==> src/rtl/pipeline_interlock.sv <==
// Load-use interlock and forwarding-select generator for an in-order pipeline.
// Tracks DEPTH post-decode stages (entry 0 = EX), stalls the decoded instruction
// when its youngest producer is a load too close to forward, and registers the
// EX-stage operand source selects for each accepted issue.
module pipeline_interlock #(
  parameter int unsigned NUM_REGISTERS_LOG2 = 5,
  parameter int unsigned DEPTH              = 3,
  parameter int unsigned LOAD_DIST          = 2,
  parameter int unsigned FLUSH_COUNT        = 2,
  parameter int unsigned FORWARD_BITS       = $clog2(DEPTH)
) (
  input  logic                          clk,
  input  logic                          reset,
  input  logic                          issue_valid,
  input  logic [NUM_REGISTERS_LOG2-1:0] issue_rd,
  input  logic                          issue_reg_write,
  input  logic                          issue_is_load,
  input  logic [NUM_REGISTERS_LOG2-1:0] src_rs,
  input  logic [NUM_REGISTERS_LOG2-1:0] src_rt,
  input  logic                          flush,
  output logic                          stall,
  output logic [FORWARD_BITS-1:0]       forward_a,
  output logic [FORWARD_BITS-1:0]       forward_b,
  output logic [15:0]                   stall_count
);

  localparam int unsigned RW = NUM_REGISTERS_LOG2;

  typedef struct packed {
    logic          valid;
    logic [RW-1:0] rd;
    logic          reg_write;
    logic          is_load;
  } entry_t;

  entry_t [DEPTH-1:0]      pipe_q, pipe_d;
  logic [FORWARD_BITS-1:0] forward_a_q, forward_a_d;
  logic [FORWARD_BITS-1:0] forward_b_q, forward_b_d;
  logic [15:0]             stall_count_q, stall_count_d;

  logic                    hit_a, hit_b;
  logic                    near_a, near_b;
  logic [FORWARD_BITS-1:0] dist_a, dist_b;
  logic                    accept;

  // Youngest-producer search per source; scanning old-to-young lets the youngest overwrite.
  always_comb begin
    hit_a  = 1'b0;
    hit_b  = 1'b0;
    near_a = 1'b0;
    near_b = 1'b0;
    dist_a = '0;
    dist_b = '0;
    for (int j = int'(DEPTH) - 2; j >= 0; j--) begin
      if (pipe_q[j].valid && pipe_q[j].reg_write && (src_rs != '0) && (pipe_q[j].rd == src_rs)) begin
        hit_a  = 1'b1;
        dist_a = FORWARD_BITS'(j + 1);
        near_a = pipe_q[j].is_load && ((j + 1) < int'(LOAD_DIST));
      end
      if (pipe_q[j].valid && pipe_q[j].reg_write && (src_rt != '0) && (pipe_q[j].rd == src_rt)) begin
        hit_b  = 1'b1;
        dist_b = FORWARD_BITS'(j + 1);
        near_b = pipe_q[j].is_load && ((j + 1) < int'(LOAD_DIST));
      end
    end
  end

  // Stall and next-state: flush squashes young entries and the issue, stall inserts a bubble.
  always_comb begin
    stall         = issue_valid && !flush && (near_a || near_b);
    accept        = issue_valid && !stall && !flush;
    pipe_d        = '0;
    forward_a_d   = '0;
    forward_b_d   = '0;
    stall_count_d = stall_count_q;

    if (accept) begin
      pipe_d[0].valid     = 1'b1;
      pipe_d[0].rd        = issue_rd;
      pipe_d[0].reg_write = issue_reg_write;
      pipe_d[0].is_load   = issue_is_load;
      forward_a_d         = hit_a ? dist_a : '0;
      forward_b_d         = hit_b ? dist_b : '0;
    end

    for (int j = 1; j < int'(DEPTH); j++) begin
      pipe_d[j] = pipe_q[j-1];
      if (flush && ((j - 1) < int'(FLUSH_COUNT))) begin
        pipe_d[j].valid = 1'b0;
      end
    end

    if (stall && (stall_count_q != 16'hFFFF)) begin
      stall_count_d = stall_count_q + 16'd1;
    end
  end

  // State registers with synchronous reset.
  always_ff @(posedge clk) begin
    if (reset) begin
      pipe_q        <= '0;
      forward_a_q   <= '0;
      forward_b_q   <= '0;
      stall_count_q <= '0;
    end else begin
      pipe_q        <= pipe_d;
      forward_a_q   <= forward_a_d;
      forward_b_q   <= forward_b_d;
      stall_count_q <= stall_count_d;
    end
  end

  assign forward_a   = forward_a_q;
  assign forward_b   = forward_b_q;
  assign stall_count = stall_count_q;

endmodule
==> config.mk <==
export PLATFORM = sky130hd
export DESIGN_NAME = pipeline_interlock
export DESIGN_NICKNAME = d
export VERILOG_FILES = /design/src/rtl/pipeline_interlock.sv
export SDC_FILE = /design/constraint.sdc
export NUM_CORES = 1
export LEC_CHECK = 0
export ABC_AREA = 1
export BUFFER_PORTS_ARGS = -buffer_cell sky130_fd_sc_hd__buf_4
export CAP_MARGIN = 20
export CORE_UTILIZATION = 27
export CTS_BUF_LIST = sky130_fd_sc_hd__clkbuf_4 sky130_fd_sc_hd__clkbuf_8
export CTS_CLUSTER_SIZE = 12
export DETAILED_ROUTE_END_ITERATION = 16
export GPL_TIMING_DRIVEN = 0
export SLEW_MARGIN = 25
export SYNTH_ARGS = -nofsm -noshare
export SYNTH_HDL_FRONTEND = slang
export SYNTH_SLANG_ARGS = --single-unit
==> constraint.sdc <==
create_clock -name clk -period 1.5 [get_ports clk]
set_input_delay 0.3 -clock clk [delete_from_list [all_inputs] [get_ports clk]]
set_output_delay 0.3 -clock clk [all_outputs]
set_load 0.01 [all_outputs]
# Word level (Yosys, flattened, before mapping)
# Cells that the tools add are included.
[totals]
input_bits = 21
register_bits = 35
word_cells = 58
[op_classes]
bitwise = 3
eq_ne = 5
n_addsub = 1
n_reduce_logical = 26
muxes = 11
[op_table]
columns = ["operator", "count"]
rows = [
  ["== test 5 bit", 4],
  ["adder 16 x 1 -> 16 bit (second input constant)", 1],
  ["inequality test 16 bit (second input constant)", 1],
  ["logical AND 1 bit", 15],
  ["nonzero test 5 bit", 2],
  ["2-to-1 mux 1 bit", 8],
  ["2-to-1 mux 8 bit", 1],
  ["OR reduction 4 bit", 2],
  ["OR reduction 3 bit", 2],
  ["2-to-1 mux 2 bit", 2],
  ["OR reduction 2 bit", 2],
  ["inverter 1 bit", 3],
  ["zero test 1 bit", 2],
  ["logical OR 1 bit", 1],
]

# Longest topological paths before layout
[logic_depth]
ltp_word = 11
depth_mapped = 13
depth_no_buf = 13

# Worst setup path before layout
# OpenSTA, ideal clock, no wires.
[synth_timing]
path_type = "register to register"
start = "register stall_count_q[0] (netlist: stall_count[0])"
end = "register stall_count_q[11] (netlist: stall_count[11])"
path_slack_ps = -75
arrival_time_ps = 1439
n_path_buf = 1
stages_incl_launch_ff = 13
cell_sequence = "dfxtp_1 -> ha_1 -> nand2_1 -> inv_2 -> nand2_2 -> clkinv_2 -> nand2_2 -> nor2_4 -> nand2_4 -> nand3_4 -> buf_6 -> nand2_1 -> a21oi_2"
[synth_via]
elab_chain_len = 2
word_cells_on_any_way = 3
cone_classes = "add/sub: 1; eq/ne: 1; reduce/logical: 1"
[synth_rtl]
columns = ["element", "line", "text"]
rows = [
  ["start, declared", "39", "logic [15:0] stall_count_q, stall_count_d;"],
  ["start signal, assigned", "109", "stall_count_q <= stall_count_d;"],
  ["branches (longest 2 deep; another with adder 16 x 1 -> 16 bit)", "-", ""],
]
# Several ways; the timed one is not identified.
# A chain may end at the register's enable or synchronous reset.

# Worst setup path in the final report
[layout_timing]
start = "register pipe_q (netlist bit pipe_d[13])"
end = "output port stall"
[layout_via]
elab_chain_len = 5
word_cells_on_any_way = 8
cone_classes = "eq/ne: 2; mux: 2; reduce/logical: 4"
[layout_rtl]
columns = ["element", "line", "text"]
rows = [
  ["start, declared", "36", "entry_t [DEPTH-1:0] pipe_q, pipe_d;"],
  ["start signal, assigned", "106", "pipe_q <= pipe_d;"],
  ["== test 5 bit (on tied branches)", "55, 60", ""],
  ["logical AND 1 bit (on tied branches)", "55, 60", ""],
  ["2-to-1 mux 1 bit (on tied branches)", "55, 60", ""],
  ["logical OR 1 bit *", "70", "stall = issue_valid && !flush && (near_a || near_b);"],
  ["logical AND 1 bit *", "70", ""],
  ["end, declared", "21", "output logic stall,"],
]
# Mark *: on every way between the ends. The rest lies on a longest branch, timed or not.

==> impl_metrics.prom <==
# TYPE chip_impl_metric gauge
chip_impl_info{name="outcome",value="finished, violations left"} 1
chip_impl_info{name="failed_checks",value="setup timing"} 1
chip_impl_metric{name="antenna_cells",unit=""} 0
chip_impl_metric{name="drcViolationCount",unit=""} 0
chip_impl_metric{name="switching_share",unit=""} 0.2549
chip_impl_metric{name="drt.antenna.violating_nets",unit=""} 0
chip_impl_metric{name="synth-seq-cells",unit=""} 35
chip_impl_metric{name="worst_clock_skew",unit="ns"} 0.007038
chip_impl_metric{name="final_hold_viol_count",unit=""} 0
chip_impl_metric{name="dpl.cell_count",unit=""} 425
chip_impl_metric{name="syn_inst",unit=""} 288
chip_impl_metric{name="nets",unit=""} 369
chip_impl_metric{name="worstSkewPairLatency",unit="ns"} 0.29
chip_impl_metric{name="route.vias.total",unit=""} 1956
chip_impl_metric{name="grt_max_degree",unit=""} 12
chip_impl_metric{name="syn_area",unit="sq um"} 1949
chip_impl_info{name="rsz_0062_raised_after_global_routing",value="true"} 1
chip_impl_metric{name="vdd_ir_drop_max",unit="uV"} 388.4
chip_impl_metric{name="setup_slack",unit="ns"} -0.3216
chip_impl_metric{name="layout-drive-gt1-share",unit=""} 0.3879
chip_impl_metric{name="fill_cells",unit=""} 737
chip_impl_metric{name="power.share.sequential",unit=""} 0.520
chip_impl_metric{name="netlist-cell-type-count",unit=""} 31
chip_impl_metric{name="clkSlewWorstSetupHoldPaths",unit="ns"} 0.07
chip_impl_metric{name="globalRoute.totalOverflow",unit=""} 0
chip_impl_metric{name="grt_antenna_before_repair",unit=""} 0
chip_impl_metric{name="total_nets_after_synthesis",unit=""} 310
chip_impl_info{name="hold_path_class",value="input port to flip-flop"} 1
chip_impl_metric{name="power-per-cell-area",unit="nW/um^2"} 651.6
chip_impl_metric{name="path_max_fanout",unit=""} 3
chip_impl_metric{name="worstPathRequired",unit="ns"} 1.20
chip_impl_metric{name="die_height",unit="um"} 86.97
chip_impl_metric{name="wl",unit="um"} 5125
chip_impl_metric{name="first_global_vias",unit=""} 1851
chip_impl_metric{name="initialDrtViolationCount",unit=""} 74
chip_impl_metric{name="numClockSinks",unit=""} 35
chip_impl_metric{name="timing.fmax",unit="MHz"} 549.0
chip_impl_metric{name="port-buffer-count",unit=""} 41
chip_impl_metric{name="critical_path_arrival",unit="ns"} 1.52
chip_impl_metric{name="area_delta_synth_final",unit="%"} 43.13
chip_impl_info{name="clock_tree.root_cell",value="clkbuf_8"} 1
chip_impl_info{name="criticalPathCategory",value="flip-flop to primary output"} 1
chip_impl_metric{name="ioPinCount",unit=""} 42
chip_impl_metric{name="fp-row-count",unit=""} 30
chip_impl_metric{name="post_route_clock_period_utilization",unit=""} 1.214
chip_impl_metric{name="wl_per_cell",unit="um"} 11.54
chip_impl_metric{name="hold-worst-slack",unit="ns"} 0.1835
chip_impl_metric{name="cts.path.max_buffers",unit=""} 2
chip_impl_metric{name="drt-pass1-iter-count",unit=""} 4
chip_impl_metric{name="detailed_place_hpwl",unit="um"} 3624
chip_impl_metric{name="avgSynthCellArea",unit="sq um"} 6.769
chip_impl_metric{name="p_total",unit="uW"} 1818
chip_impl_metric{name="vias_per_cell",unit=""} 4.405
chip_impl_metric{name="non_filler_instance_count_after_layout",unit=""} 444
chip_impl_metric{name="p_int",unit="uW"} 1355
chip_impl_metric{name="initial_utilization",unit=""} 0.2838
chip_impl_metric{name="tightest_slew",unit="ns"} 0.6874
chip_impl_metric{name="cts_buffers",unit=""} 5
chip_impl_metric{name="power_leakage",unit="uW"} 0.001204
chip_impl_metric{name="power.share.clock",unit=""} 0.389
chip_impl_metric{name="die_w",unit="um"} 86.97
chip_impl_metric{name="synth.yosys.seq_area_share",unit=""} 0.3594
chip_impl_metric{name="drv_slew",unit=""} 0
chip_impl_metric{name="design.die.area",unit="sq um"} 7564
chip_impl_metric{name="finalCriticalPeriod",unit="ns"} 1.822
chip_impl_metric{name="coreArea",unit="sq um"} 6869
chip_impl_metric{name="finalWeightedCongestion",unit=""} 0.8452
chip_impl_metric{name="slew-limit-headroom",unit=""} 0.5418
chip_impl_metric{name="grt_first_pass_wirelength",unit="um"} 8583
chip_impl_metric{name="worst_setup_slack_post_dpl",unit="ns"} -0.4396
chip_impl_metric{name="htree_num_levels",unit=""} 2
chip_impl_metric{name="total_switching_power",unit="uW"} 463.4
chip_impl_metric{name="proportion_of_power_drawn_by_combinational_gates",unit=""} 0.091
chip_impl_metric{name="timing.final.setup_violations",unit=""} 28
chip_impl_metric{name="synth.yosys.warnings",unit=""} 0
chip_impl_info{name="tritoncts",value="yes"} 1
chip_impl_metric{name="grt.total_usage",unit=""} 0.1468
chip_impl_info{name="start_kind",value="flip-flop"} 1
chip_impl_metric{name="max_cap_violations",unit=""} 0
chip_impl_info{name="critPathCaptureType",value="primary output"} 1
stage by stage:
step	TNS [ns]	util	area, sq um
floorplan	0	-	1968
global placement	-3.728	0.3488	2396
detailed placement	-4.071	0.3488	2396
CTS	-2.025	0.3760	2582
global route	-6.820	0.4062	2790
finish	-3.344	0.4062	2790
synth_stat cells, drive strengths merged:
| library cell | instances | area [sq um] |
|---|---|---|
| ha | 1 | 12.51 |
| inv | 44 | 165.1 |
| nor2 | 41 | 171.4 |
| nand4 | 17 | 106.4 |
| o211ai | 1 | 7.510 |
| o21ai | 6 | 30.03 |
| xnor2 | 9 | 78.83 |
| buf | 4 | 27.52 |
| nand3 | 10 | 62.56 |
| xor2 | 5 | 43.79 |
| nand2 | 83 | 334.1 |
| clkinv | 1 | 5.000 |
| o22ai | 1 | 6.260 |
| nor4 | 2 | 12.51 |
| nand3b | 3 | 22.52 |
| nor3b | 2 | 15.01 |
| dfxtp | 35 | 700.7 |
| a21oi | 16 | 110.1 |
| nor3 | 5 | 30.03 |
| clkbuf | 2 | 7.510 |
cell usage in the layout, fill, tap and decap left out, types with 2 or more instances in the layout:
cell type,n
inv_1,36
nor2_1,31
nor2_2,8
inv_2,6
nand4_1,17
nor3_1,3
clkbuf_1,2
xnor2_1,9
dfxtp_1,27
nand3b_1,3
nor4_1,2
nand3_1,6
nor3_2,2
clkbuf_8,5
nand2_2,17
nand2_4,8
o21ai_0,6
dfxtp_2,8
buf_6,8
a21oi_1,6
nand3_2,3
buf_8,2
xor2_1,5
buf_4,44
nor3b_2,2
nor2_4,2
nand2_1,57
a21oi_2,10
power by group through the flow:
stage	registers (uW)	clock network [uW]	logic, uW
floorplan	964	0	73.4
global placement	966	0	144
detailed placement	965	0	144
CTS	945	732	154
global route	946	763	187
finish	946	707	165
registers in the layout (all words and copies together) (netlist names):
name	count
stall_count	16
pipe_d	13
forward_a	2
pipe_q	2
forward_b	2
what timing repair did:
item / in CTS / in global routing
gates resized for setup: 16 / 53
setup endpoints to repair: 17 / 29
setup buffers: 6 / 5
gates cloned: 1 / 0
hold buffers: 0 / 0
pin swaps: 3 / 11
hold endpoints to repair: 0 / 0
worst max-delay path: stages, from the launching register on:
cell and delay [ns]:
dfxtp_2 0.37, inv_2 0.06, nand2_2 0.07, nand2_2 0.05, inv_2 0.04, nand2_2 0.05, nor2_2 0.11, nand3_2 0.10
nand2_4 0.09, buf_6 0.11, nand2_2 0.04, inv_2 0.06, buf_6 0.09
layout make-up:
| type | instances | area (sq um) | area share |
|---|---|---|---|
| Inverter | 45 | 181.4 | 0.06502 |
| Buffer | 6 | 48.80 | 0.01749 |
| Tap cell | 96 | 120.1 | 0.04305 |
| Clock buffer | 6 | 76.32 | 0.02735 |
| Clock inverter | 2 | 12.51 | 0.004484 |
| Timing Repair Buffer | 52 | 432.9 | 0.1552 |
| Sequential cell | 35 | 710.7 | 0.2547 |
| Multi-Input combinational cell | 202 | 1207 | 0.4327 |
final timing paths:
check	end	slack [ns]	cells after the start	startpoint
min reg2reg	pipe_d[17]$_SDFF_PP0_	0.43	2	pipe_d[9]$_SDFF_PP0_
min	pipe_q[15]$_SDFF_PP0_	0.18	2	flush
max reg2reg	stall_count[0]$_SDFFE_PP0P_	-0.19	14	pipe_d[13]$_SDFF_PP0_
max	stall	-0.32	12	pipe_d[13]$_SDFF_PP0_
kinds of logic after synthesis:
logic type               synth area share
AND/OR/NAND/NOR                    0.3870
adder cells (fa/ha/maj)          0.006417
buffers and inverters              0.1053
AO/OA/AOI/OAI                     0.07895
XOR/XNOR                          0.06290
flip-flops                         0.3594
metal layers:
layer	track usage	wire length, um	vias up
li1	-	-	1023
met1	0.1919	2429	880
met2	0.2348	2345	45
met3	0.03507	254	8
met4	0.05303	95	0
met5	0	0	-
No activity file was read; power rests on OpenSTA's default activity.
